`src/rtl/cache_arbiter_if.sv`:
```
// -----------------------------------------------------------------------------
// cache_arbiter_if
//   Bundles the I-cache, D-cache and physical-memory line ports seen by
//   cache_arbiter.
//
//   Modports:
//     slave  - the arbiter's view: client requests and memory completion are
//              inputs; fill lines, resp pulses and pmem strobes are outputs.
//     master - the environment's view (caches + memory), the mirror image.
//
//   Signals:
//     icache_read/address         I-cache fill request (level) and address
//     icache_rdata/resp           fill line and one-cycle completion pulse
//     dcache_read/write/address   D-cache fill / write-back request and address
//     dcache_wdata                write-back line
//     dcache_rdata/resp           fill line and one-cycle completion pulse
//     pmem_read/write/address     registered memory strobes and line address
//     pmem_wdata                  registered write-back line
//     pmem_rdata/resp             memory read line and completion pulse
// -----------------------------------------------------------------------------
interface cache_arbiter_if #(
  parameter int ADDR_WIDTH = 16,
  parameter int LINE_WIDTH = 128
);
  logic                  icache_read;
  logic [ADDR_WIDTH-1:0] icache_address;
  logic [LINE_WIDTH-1:0] icache_rdata;
  logic                  icache_resp;

  logic                  dcache_read;
  logic                  dcache_write;
  logic [ADDR_WIDTH-1:0] dcache_address;
  logic [LINE_WIDTH-1:0] dcache_wdata;
  logic [LINE_WIDTH-1:0] dcache_rdata;
  logic                  dcache_resp;

  logic                  pmem_read;
  logic                  pmem_write;
  logic [ADDR_WIDTH-1:0] pmem_address;
  logic [LINE_WIDTH-1:0] pmem_wdata;
  logic [LINE_WIDTH-1:0] pmem_rdata;
  logic                  pmem_resp;

  modport slave (
    input  icache_read, icache_address,
    output icache_rdata, icache_resp,
    input  dcache_read, dcache_write, dcache_address, dcache_wdata,
    output dcache_rdata, dcache_resp,
    output pmem_read, pmem_write, pmem_address, pmem_wdata,
    input  pmem_rdata, pmem_resp
  );

  modport master (
    output icache_read, icache_address,
    input  icache_rdata, icache_resp,
    output dcache_read, dcache_write, dcache_address, dcache_wdata,
    input  dcache_rdata, dcache_resp,
    input  pmem_read, pmem_write, pmem_address, pmem_wdata,
    output pmem_rdata, pmem_resp
  );
endinterface

```
`src/rtl/cache_arbiter.sv`:
```
// -----------------------------------------------------------------------------
// cache_arbiter
//   Arbitrates the I-cache and D-cache line ports onto one physical-memory
//   port. One line transaction at a time: a fill for either cache, or a
//   write-back from the D-cache. The winning request is captured into
//   registers that drive memory directly, so the pmem outputs have no
//   combinational path from the client inputs. The fill line and a one-cycle
//   resp pulse go back only to the granted client.
//
//   Ports:
//     clk      rising-edge clock
//     reset_n  asynchronous active-low reset
//     bus      cache_arbiter_if.slave (client and memory line ports)
//
//   Build option:
//     CACHE_ARBITER_RR_EN  when defined, simultaneous requests alternate by a
//                          last-grant register (reset to D-cache); otherwise
//                          the D-cache always wins a tie.
// -----------------------------------------------------------------------------
module cache_arbiter #(
  parameter int ADDR_WIDTH  = 16,
  parameter int LINE_WIDTH  = 128,
  parameter int OFFSET_BITS = 4
) (
  input  logic            clk,
  input  logic            reset_n,
  cache_arbiter_if.slave  bus
);

  typedef enum logic [1:0] {
    IDLE  = 2'd0,
    I_ACC = 2'd1,
    D_ACC = 2'd2,
    RESP  = 2'd3
  } state_t;

  localparam logic [ADDR_WIDTH-1:0] LINE_MASK =
    {{(ADDR_WIDTH-OFFSET_BITS){1'b1}}, {OFFSET_BITS{1'b0}}};

  // Memory only ever sees line-aligned addresses.
  function automatic logic [ADDR_WIDTH-1:0] line_align(input logic [ADDR_WIDTH-1:0] a);
    return a & LINE_MASK;
  endfunction

  state_t state;
  logic   owner_d;     // 1: transaction belongs to the D-cache
`ifdef CACHE_ARBITER_RR_EN
  logic   last_d;      // 1: last grant went to the D-cache
`endif

  logic i_req;
  logic d_req;
  logic grant_d;

  // Winner selection for the IDLE edge. Only consulted in IDLE, so request
  // changes during an access never disturb the registered memory request.
  always_comb begin
    i_req = bus.icache_read;
    d_req = bus.dcache_read | bus.dcache_write;
`ifdef CACHE_ARBITER_RR_EN
    // On a tie the client that did not win last time goes first.
    grant_d = d_req && (!i_req || !last_d);
`else
    grant_d = d_req;
`endif
  end

  always_ff @(posedge clk or negedge reset_n) begin
    if (!reset_n) begin
      state            <= IDLE;
      owner_d          <= 1'b1;
`ifdef CACHE_ARBITER_RR_EN
      last_d           <= 1'b1;
`endif
      bus.pmem_read    <= 1'b0;
      bus.pmem_write   <= 1'b0;
      bus.pmem_address <= '0;
      bus.pmem_wdata   <= '0;
      bus.icache_rdata <= '0;
      bus.icache_resp  <= 1'b0;
      bus.dcache_rdata <= '0;
      bus.dcache_resp  <= 1'b0;
    end else begin
      case (state)
        IDLE: begin
          bus.icache_resp <= 1'b0;
          bus.dcache_resp <= 1'b0;
          if (grant_d) begin
            owner_d          <= 1'b1;
`ifdef CACHE_ARBITER_RR_EN
            last_d           <= 1'b1;
`endif
            bus.pmem_address <= line_align(bus.dcache_address);
            // Read and write together is a write-back; the fill follows
            // as a separate request once the victim is out.
            if (bus.dcache_write) begin
              bus.pmem_write <= 1'b1;
              bus.pmem_wdata <= bus.dcache_wdata;
            end else begin
              bus.pmem_read  <= 1'b1;
            end
            state <= D_ACC;
          end else if (i_req) begin
            owner_d          <= 1'b0;
`ifdef CACHE_ARBITER_RR_EN
            last_d           <= 1'b0;
`endif
            bus.pmem_address <= line_align(bus.icache_address);
            bus.pmem_read    <= 1'b1;
            state            <= I_ACC;
          end
        end

        I_ACC, D_ACC: begin
          if (bus.pmem_resp) begin
            if (bus.pmem_read) begin
              if (owner_d) bus.dcache_rdata <= bus.pmem_rdata;
              else         bus.icache_rdata <= bus.pmem_rdata;
            end
            if (owner_d) bus.dcache_resp <= 1'b1;
            else         bus.icache_resp <= 1'b1;
            bus.pmem_read  <= 1'b0;
            bus.pmem_write <= 1'b0;
            state          <= RESP;
          end
        end

        RESP: begin
          // The client drops its request during this cycle, so returning to
          // IDLE cannot re-grant the request just completed.
          bus.icache_resp <= 1'b0;
          bus.dcache_resp <= 1'b0;
          state           <= IDLE;
        end

        default: state <= IDLE;
      endcase
    end
  end

endmodule

```
`src/flat_wrapper.sv`:
```
// flat-port wrapper written by rule: the top's interface ports become plain ports
module cache_arbiter_flat 
#(
  parameter int ADDR_WIDTH  = 16,
  parameter int LINE_WIDTH  = 128,
  parameter int OFFSET_BITS = 4
)
  (clk, reset_n, bus_icache_read, bus_icache_address, bus_icache_rdata, bus_icache_resp, bus_dcache_read, bus_dcache_write, bus_dcache_address, bus_dcache_wdata, bus_dcache_rdata, bus_dcache_resp, bus_pmem_read, bus_pmem_write, bus_pmem_address, bus_pmem_wdata, bus_pmem_rdata, bus_pmem_resp);
  cache_arbiter_if #(.ADDR_WIDTH(ADDR_WIDTH), .LINE_WIDTH(LINE_WIDTH)) bus_i ();
  input  logic clk;
  input  logic reset_n;
  input wire logic [$bits(bus_i.icache_read)-1:0] bus_icache_read;
  input wire logic [$bits(bus_i.icache_address)-1:0] bus_icache_address;
  output wire logic [$bits(bus_i.icache_rdata)-1:0] bus_icache_rdata;
  output wire logic [$bits(bus_i.icache_resp)-1:0] bus_icache_resp;
  input wire logic [$bits(bus_i.dcache_read)-1:0] bus_dcache_read;
  input wire logic [$bits(bus_i.dcache_write)-1:0] bus_dcache_write;
  input wire logic [$bits(bus_i.dcache_address)-1:0] bus_dcache_address;
  input wire logic [$bits(bus_i.dcache_wdata)-1:0] bus_dcache_wdata;
  output wire logic [$bits(bus_i.dcache_rdata)-1:0] bus_dcache_rdata;
  output wire logic [$bits(bus_i.dcache_resp)-1:0] bus_dcache_resp;
  output wire logic [$bits(bus_i.pmem_read)-1:0] bus_pmem_read;
  output wire logic [$bits(bus_i.pmem_write)-1:0] bus_pmem_write;
  output wire logic [$bits(bus_i.pmem_address)-1:0] bus_pmem_address;
  output wire logic [$bits(bus_i.pmem_wdata)-1:0] bus_pmem_wdata;
  input wire logic [$bits(bus_i.pmem_rdata)-1:0] bus_pmem_rdata;
  input wire logic [$bits(bus_i.pmem_resp)-1:0] bus_pmem_resp;
  assign bus_i.icache_read = bus_icache_read;
  assign bus_i.icache_address = bus_icache_address;
  assign bus_icache_rdata = bus_i.icache_rdata;
  assign bus_icache_resp = bus_i.icache_resp;
  assign bus_i.dcache_read = bus_dcache_read;
  assign bus_i.dcache_write = bus_dcache_write;
  assign bus_i.dcache_address = bus_dcache_address;
  assign bus_i.dcache_wdata = bus_dcache_wdata;
  assign bus_dcache_rdata = bus_i.dcache_rdata;
  assign bus_dcache_resp = bus_i.dcache_resp;
  assign bus_pmem_read = bus_i.pmem_read;
  assign bus_pmem_write = bus_i.pmem_write;
  assign bus_pmem_address = bus_i.pmem_address;
  assign bus_pmem_wdata = bus_i.pmem_wdata;
  assign bus_i.pmem_rdata = bus_pmem_rdata;
  assign bus_i.pmem_resp = bus_pmem_resp;
  cache_arbiter #(.ADDR_WIDTH(ADDR_WIDTH), .LINE_WIDTH(LINE_WIDTH), .OFFSET_BITS(OFFSET_BITS)) u_core (.clk(clk), .reset_n(reset_n), .bus(bus_i));
endmodule
```
`config.mk`:
```
export PLATFORM = sky130hd
export DESIGN_NAME = cache_arbiter_flat
export DESIGN_NICKNAME = d
export VERILOG_FILES = /design/src/rtl/cache_arbiter_if.sv /design/src/rtl/cache_arbiter.sv /design/src/flat_wrapper.sv
export SDC_FILE = /design/constraint.sdc
export NUM_CORES = 1
export LEC_CHECK = 0
export CORE_AREA = 8 8 262 264
export CTS_BUF_LIST = sky130_fd_sc_hd__clkbuf_4 sky130_fd_sc_hd__clkbuf_8
export DETAILED_ROUTE_END_ITERATION = 6
export DIE_AREA = 0 0 270 272
export GPL_ROUTABILITY_DRIVEN = 1
export HOLD_SLACK_MARGIN = 0.02
export PLACE_DENSITY = 0.63
export SLEW_MARGIN = 20
export SYNTH_ARGS = -nofsm -noshare
export SYNTH_HDL_FRONTEND = slang
export SYNTH_SLANG_ARGS = --single-unit
```
`constraint.sdc`:
```
create_clock -name clk -period 3.7 [get_ports clk]
set_input_delay 0.555 -clock clk [delete_from_list [all_inputs] [get_ports clk]]
set_output_delay 0.555 -clock clk [all_outputs]
set_load 0.02 [all_outputs]
```
* Word-level counts from Yosys, hierarchy flattened
Cells that the tools add are included.
** Operators by class
- Eq/ne operators :: 10
- Reduce and logical (&&, ||, !) cells :: 14
- Bitwise logic cells :: 2
- Multiplexer cells :: 22
** Operators by type and width (number)
- 16-bit two-way mux :: 2
- 4-bit AND reduction :: 4
- 1-bit two-way mux :: 12
- 1-bit one-hot mux with 2 select lines :: 4
- 2-bit AND reduction :: 4
- 2-bit two-way mux :: 3
- 2-bit inequality test (second input constant) :: 3
- 2-bit one-hot mux with 3 select lines :: 1
- 2-bit == test (second input constant) :: 2
- 2-bit by 1-bit inequality test with 1-bit output (second input constant) :: 2
- 2-bit nonzero test :: 2
- 2-bit OR reduction :: 2
- 3-bit by 2-bit inequality test with 1-bit output (second input constant) :: 1
- 3-bit inequality test (second input constant) :: 1
- 3-bit AND reduction :: 1
- 2-bit by 1-bit == test with 1-bit output (second input constant) :: 1
- 2-bit zero test :: 1
- 1-bit NOT :: 1
- 1-bit OR :: 1
** Storage, ports and cells
- Flip-flop bits (word level) :: 407
- Output and inout bits :: 404
- Logic and storage cells :: 58

* Logic depth before layout (Yosys ltp)
- Word-level depth :: 4
- Gate-level depth with buffers :: 8
- Mapped depth without buffers :: 5

* Least setup slack after synthesis
Ideal clock, no wire load.
- Kind :: reg-to-reg
- Start point :: reg u_core.state[0]
- End point :: reg u_core.bus.dcache_rdata[107]
- Setup time :: 0.125 ns
- Cell stages (with the launch flop) :: 8
- Period minus slack after synthesis :: 1.788 ns
- Path slack :: 1.912 ns
- Path buffers :: 3
- Data arrival time :: 1.663 ns
- Required time :: 3.575 ns
- Cells stage by stage :: dfrtp_1 -> inv_1 -> ha_1 -> buf_2 -> nand4_1 -> buf_2 -> buf_2 -> mux2_2
** On the way
- Cells in the longest elaborated chain, start to end :: 3
- Elaborated cells between the ends (all ways) :: 4
- Those cells by class :: eq/ne: 2; reduce/logical: 2
** Ends and longest elaborated chain
- start: declaration :: line cache_arbiter.sv:45 : state_t state;
- start signal: assignment :: line cache_arbiter.sv:70 : state <= IDLE;
- start signal: assignment :: line cache_arbiter.sv:102 : state <= D_ACC;
- start signal: assignment :: line cache_arbiter.sv:110 : state <= I_ACC;
- 2-bit by 1-bit == test with 1-bit output / 2-bit == test (equally long branches) :: line cache_arbiter.sv:84 : case (state)
- 2-bit OR reduction * :: line cache_arbiter.sv:84
- 4-bit AND reduction (no line) *
- end signal: assignment :: line cache_arbiter.sv:117 : if (owner_d) bus.dcache_rdata <= bus.pmem_rdata;
- end: declaration :: line cache_arbiter_if.sv:48 : output dcache_rdata, dcache_resp,
Every way passes the cells marked *; elsewhere a longest branch is shown, timed or not.
A chain may end at the register's enable or synchronous reset.

* Worst setup path in the final report
- Start point :: reg u_core.bus.pmem_read
- End point :: out bus_pmem_read
** RTL lines
- start: declaration :: line cache_arbiter_if.sv:49 : output pmem_read, pmem_write, pmem_address, pmem_wdata,
- start signal: assignment :: line cache_arbiter.sv:75 : bus.pmem_read <= 1'b0;
- start signal: assignment :: line cache_arbiter.sv:100 : bus.pmem_read <= 1'b1;
- start signal: assignment :: line cache_arbiter.sv:109 : bus.pmem_read <= 1'b1;
- end: declaration :: line flat_wrapper.sv:22 : output wire logic [$bits(bus_i.pmem_read)-1:0] bus_pmem_read;
No word-level cell between the ends.

==> key figures <==
Setup path
  • Slowest stage cell on the critical path: clkdlybuf4s50_1
  • Flop-to-flop setup slack: 1.43 ns
  • R2R Path Start: u_core.state[1]$_DFFE_PN0P_
  • Crit path kind: flop to output port
  • CP required: 3.14 ns
  • RR Endpoint: u_core.bus.dcache_rdata[81]$_DFFE_PN0P_
  • Cell count of the worst reg-to-reg path: 5
  • CP max stage delay: 0.67 ns
  • Crit path cell chain: clkdlybuf4s50_1
  • CP Capture Type: output port
  • Crit. path cell count: 1
  • Buffer and inverter count on the worst path: 1
  • Worst path arrival time: 1.74 ns
  • Top Family by Delay on Critical Path: buffers and inverters
  • Crit path max fanout: 5
  • CP Launch Type: flop

Final layout
  • Multi-input logic area: 4800 sq um
  • Area Overhead vs Synth: 61.2%
  • Share of layout cells above drive strength 1: 0.323
  • Nets: 1943
  • Most frequent cells in the layout: clkdlybuf4s50_1, dfrtp_1, mux2_2
  • Flip-flop and latch area: 10100 sq um
  • Filler cell count: 6070
  • Leading cell type in the layout, fill and taps excluded: clkdlybuf4s50_1
  • Finished Layout Cells: 2571

Route
  • Met3 WL: 4060 um
  • Antenna viol nets, final: 0
  • WL met2: 25700 um
  • Met1 wire length: 18100 um
  • DRC Markers: 0
  • Wire length per cell: 19.4 um
  • Vias per cell: 4.07
  • Final WL: 49800 um
  • Uppermost routed layer: met4
  • DRT iter0 DRCs: 266
  • Routed via count: 10461
  • Drt first pass iters: 4

Die
  • Initial core utilization: 0.237
  • FP Rows: 94
  • Core region area: 64800 sq um
  • Die Height: 272 um
  • Io pins: 698
  • Total die area: 73400 sq um
  • DIE WIDTH: 270 um

Global route
  • Vias in the first global route: 11916
  • Pin count of the biggest net entering global routing: 106
  • Overflow left after global routing: 0
  • First-pass GRT wire length: 75400 um
  • Initial antenna violation count: 4
  • GRT Overall Usage: 0.131

Placement
  • Port Buffer Count: 685
  • Post-DP HPWL: 37800 um
  • Placed cell count: 2433
  • GPL Wtd Cong: 0.813
  • Place WS: 1.12 ns

Synthesis
  • Seq cells post-synth: 403
  • Mapped cell area: 15300 sq um
  • Cells after Synth: 908
  • Synth Area in XOR/XNOR: 0
  • Sequential-to-total area share from yosys stat: 0.657
  • Synth unique cells: 27
  • Compound-gate portion of the synthesized area: 0.00889
  • Top post-synthesis cells by area: dfrtp_1, mux2_2, buf_6
  • Top cell type's share of synthesized area: 0.656
  • Avg Inst Size Synth: 16.9 sq um
  • Warnings, synthesis: 0
  • Largest family of logic cells by synthesized area: multiplexers
  • Cell accounting for the most synthesized area: dfrtp_1
  • Synth Area in Adders: 0.00245
  • Synth Area in Simple Gates: 0.00742
  • Proportion of synthesized area in mux cells: 0.292

Clock network
  • CTS Buf Count: 74
  • H-Tree Level Count: 3
  • # clock sinks: 403
  • Worst-Skew Late Latency: 0.63 ns
  • Root Buffer: clkbuf_8
  • CTS tree: done
  • Clock slew at reported path FFs: 0.06 ns
  • Maximum clock path buffer count: 3

Hold path
  • Hold Path Class: flop to flop
  • Hold Path Origin: u_core.bus.pmem_address[14]$_DFFE_PN0P_
  • Hold depth: 2
  • WHS Endpoint: u_core.bus.pmem_address[14]$_DFFE_PN0P_

Power
  • Worst VDD drop: 0.000484 V
  • Pleak: 10.3 nW
  • PD cells: 971 nW/um^2

STA
  • Setup violators final: 0
  • Achievable frequency: 436 MHz
  • Final Critical Period: 2.29 ns
  • Min Hold Slack: 0.483 ns
  • Final TNS setup: 0 ns
  • Relative slew slack: 0.437
  • Slew Viols, Final: 0
  • Final Hold Violating Endpoints: 0
  • RSZ-0062 raised after global routing: false
  • Crit share post-route: 0.620
  • Final Worst Setup Slack: 1.41 ns
  • Worst-Margin Slew: 0.845 ns
  • Worst clock skew: 0.0291 ns

Outcome
  • Status: complete, no violations

Flow run
  • MaxCap Viol Count: 0
[cell type report]
class | count | area share
timing repair buffer | 710 | 0.289
clock buffer | 119 | 0.0599
clock inverter | 16 | 0.00511
multi-input combinational | 454 | 0.194
inverter | 3 | 0.000455
sequential | 403 | 0.408
tap | 864 | 0.0437
antenna | 2 | 0.000202
[flip-flops by register name, summed over array words and instances (netlist names)]
name,count
u_core.bus.pmem_read,1
u_core.bus.dcache_rdata,128
u_core.bus.pmem_wdata,128
u_core.bus.pmem_address,12
u_core.bus.icache_resp,1
u_core.bus.pmem_write,1
u_core.bus.icache_rdata,128
u_core.bus.dcache_resp,1
u_core.owner_d,1
u_core.state,2
[worst max path at each step]
stage	startpoint	end	slack, ns
floorplan	u_core.state[0]$_DFFE_PN0P_	u_core.bus.dcache_rdata[107]$_DFFE_PN0P_	1.91
global placement	bus_dcache_write	u_core.bus.pmem_wdata[52]$_DFFE_PN0P_	1.16
detailed placement	bus_dcache_write	u_core.bus.pmem_wdata[52]$_DFFE_PN0P_	1.12
CTS	u_core.bus.pmem_read$_DFFE_PN0P_	bus_pmem_read	1.30
global route	u_core.bus.pmem_read$_DFFE_PN0P_	bus_pmem_read	1.27
finish	u_core.bus.pmem_read$_DFFE_PN0P_	bus_pmem_read	1.41
[where the power goes]
group / internal [W] / switching (W)
clock network: 0.00256 / 0.00189
logic: 0.00616 / 0.00555
registers: 0.00667 / 0.00118
total: 0.0154 / 0.00862
[cells in the mapped netlist]
library cell and n:
nand3_1 2, a2111o_1 1, nand4_1 1, ha_1 3
buf_4 7, nor2_2 1, a21oi_1 3, o211ai_1 1
and2b_1 1, nor2b_1 2, nor3_1 1, clkbuf_1 1
and2_1 1, mux2_2 385, o2bb2ai_1 2, dfrtp_1 402
buf_6 33, nor2_1 3, o21ai_0 14, o21a_1 1
o31ai_1 1, conb_1 1, dfstp_2 1, inv_1 3
buf_2 10, nand2_1 13, mux2i_1 14
[timing repair]
| action | CTS | global route |
|---|---|---|
| hold endpoints to repair | 77 | 0 |
| endpoints found under the setup margin | 0 | 0 |
| hold buffers | 1 | 0 |
| resized for setup | 0 | 0 |
| buffers inserted | 0 | 0 |
[cells by family (layout without fill, tap and decap cells)]
group / after synthesis / in the layout
flops: 403 / 403
fa+ha+maj: 3 / 3
simple gates: 25 / 25
compound gates: 23 / 23
mux: 399 / 399
buf+inv: 54 / 848
other cells: 1 / 6
[layer usage]
metal / global-route usage / up-vias
met4: 0.0579 / 0
met2: 0.232 / 424
li1: - / 4701
met5: 0 / -
met1: 0.136 / 5224
met3: 0.0514 / 112
[stage by stage]
stage	power (W)	utilization	area, sq um
detailed placement	0.0198	0.357	23100
global placement	0.0196	0.357	23100
CTS	0.0245	0.382	24700
floorplan	0.0137	-	15400
finish	0.0240	0.382	24700
global route	0.0253	0.382	24700
(Power assumes the default switching activity.)
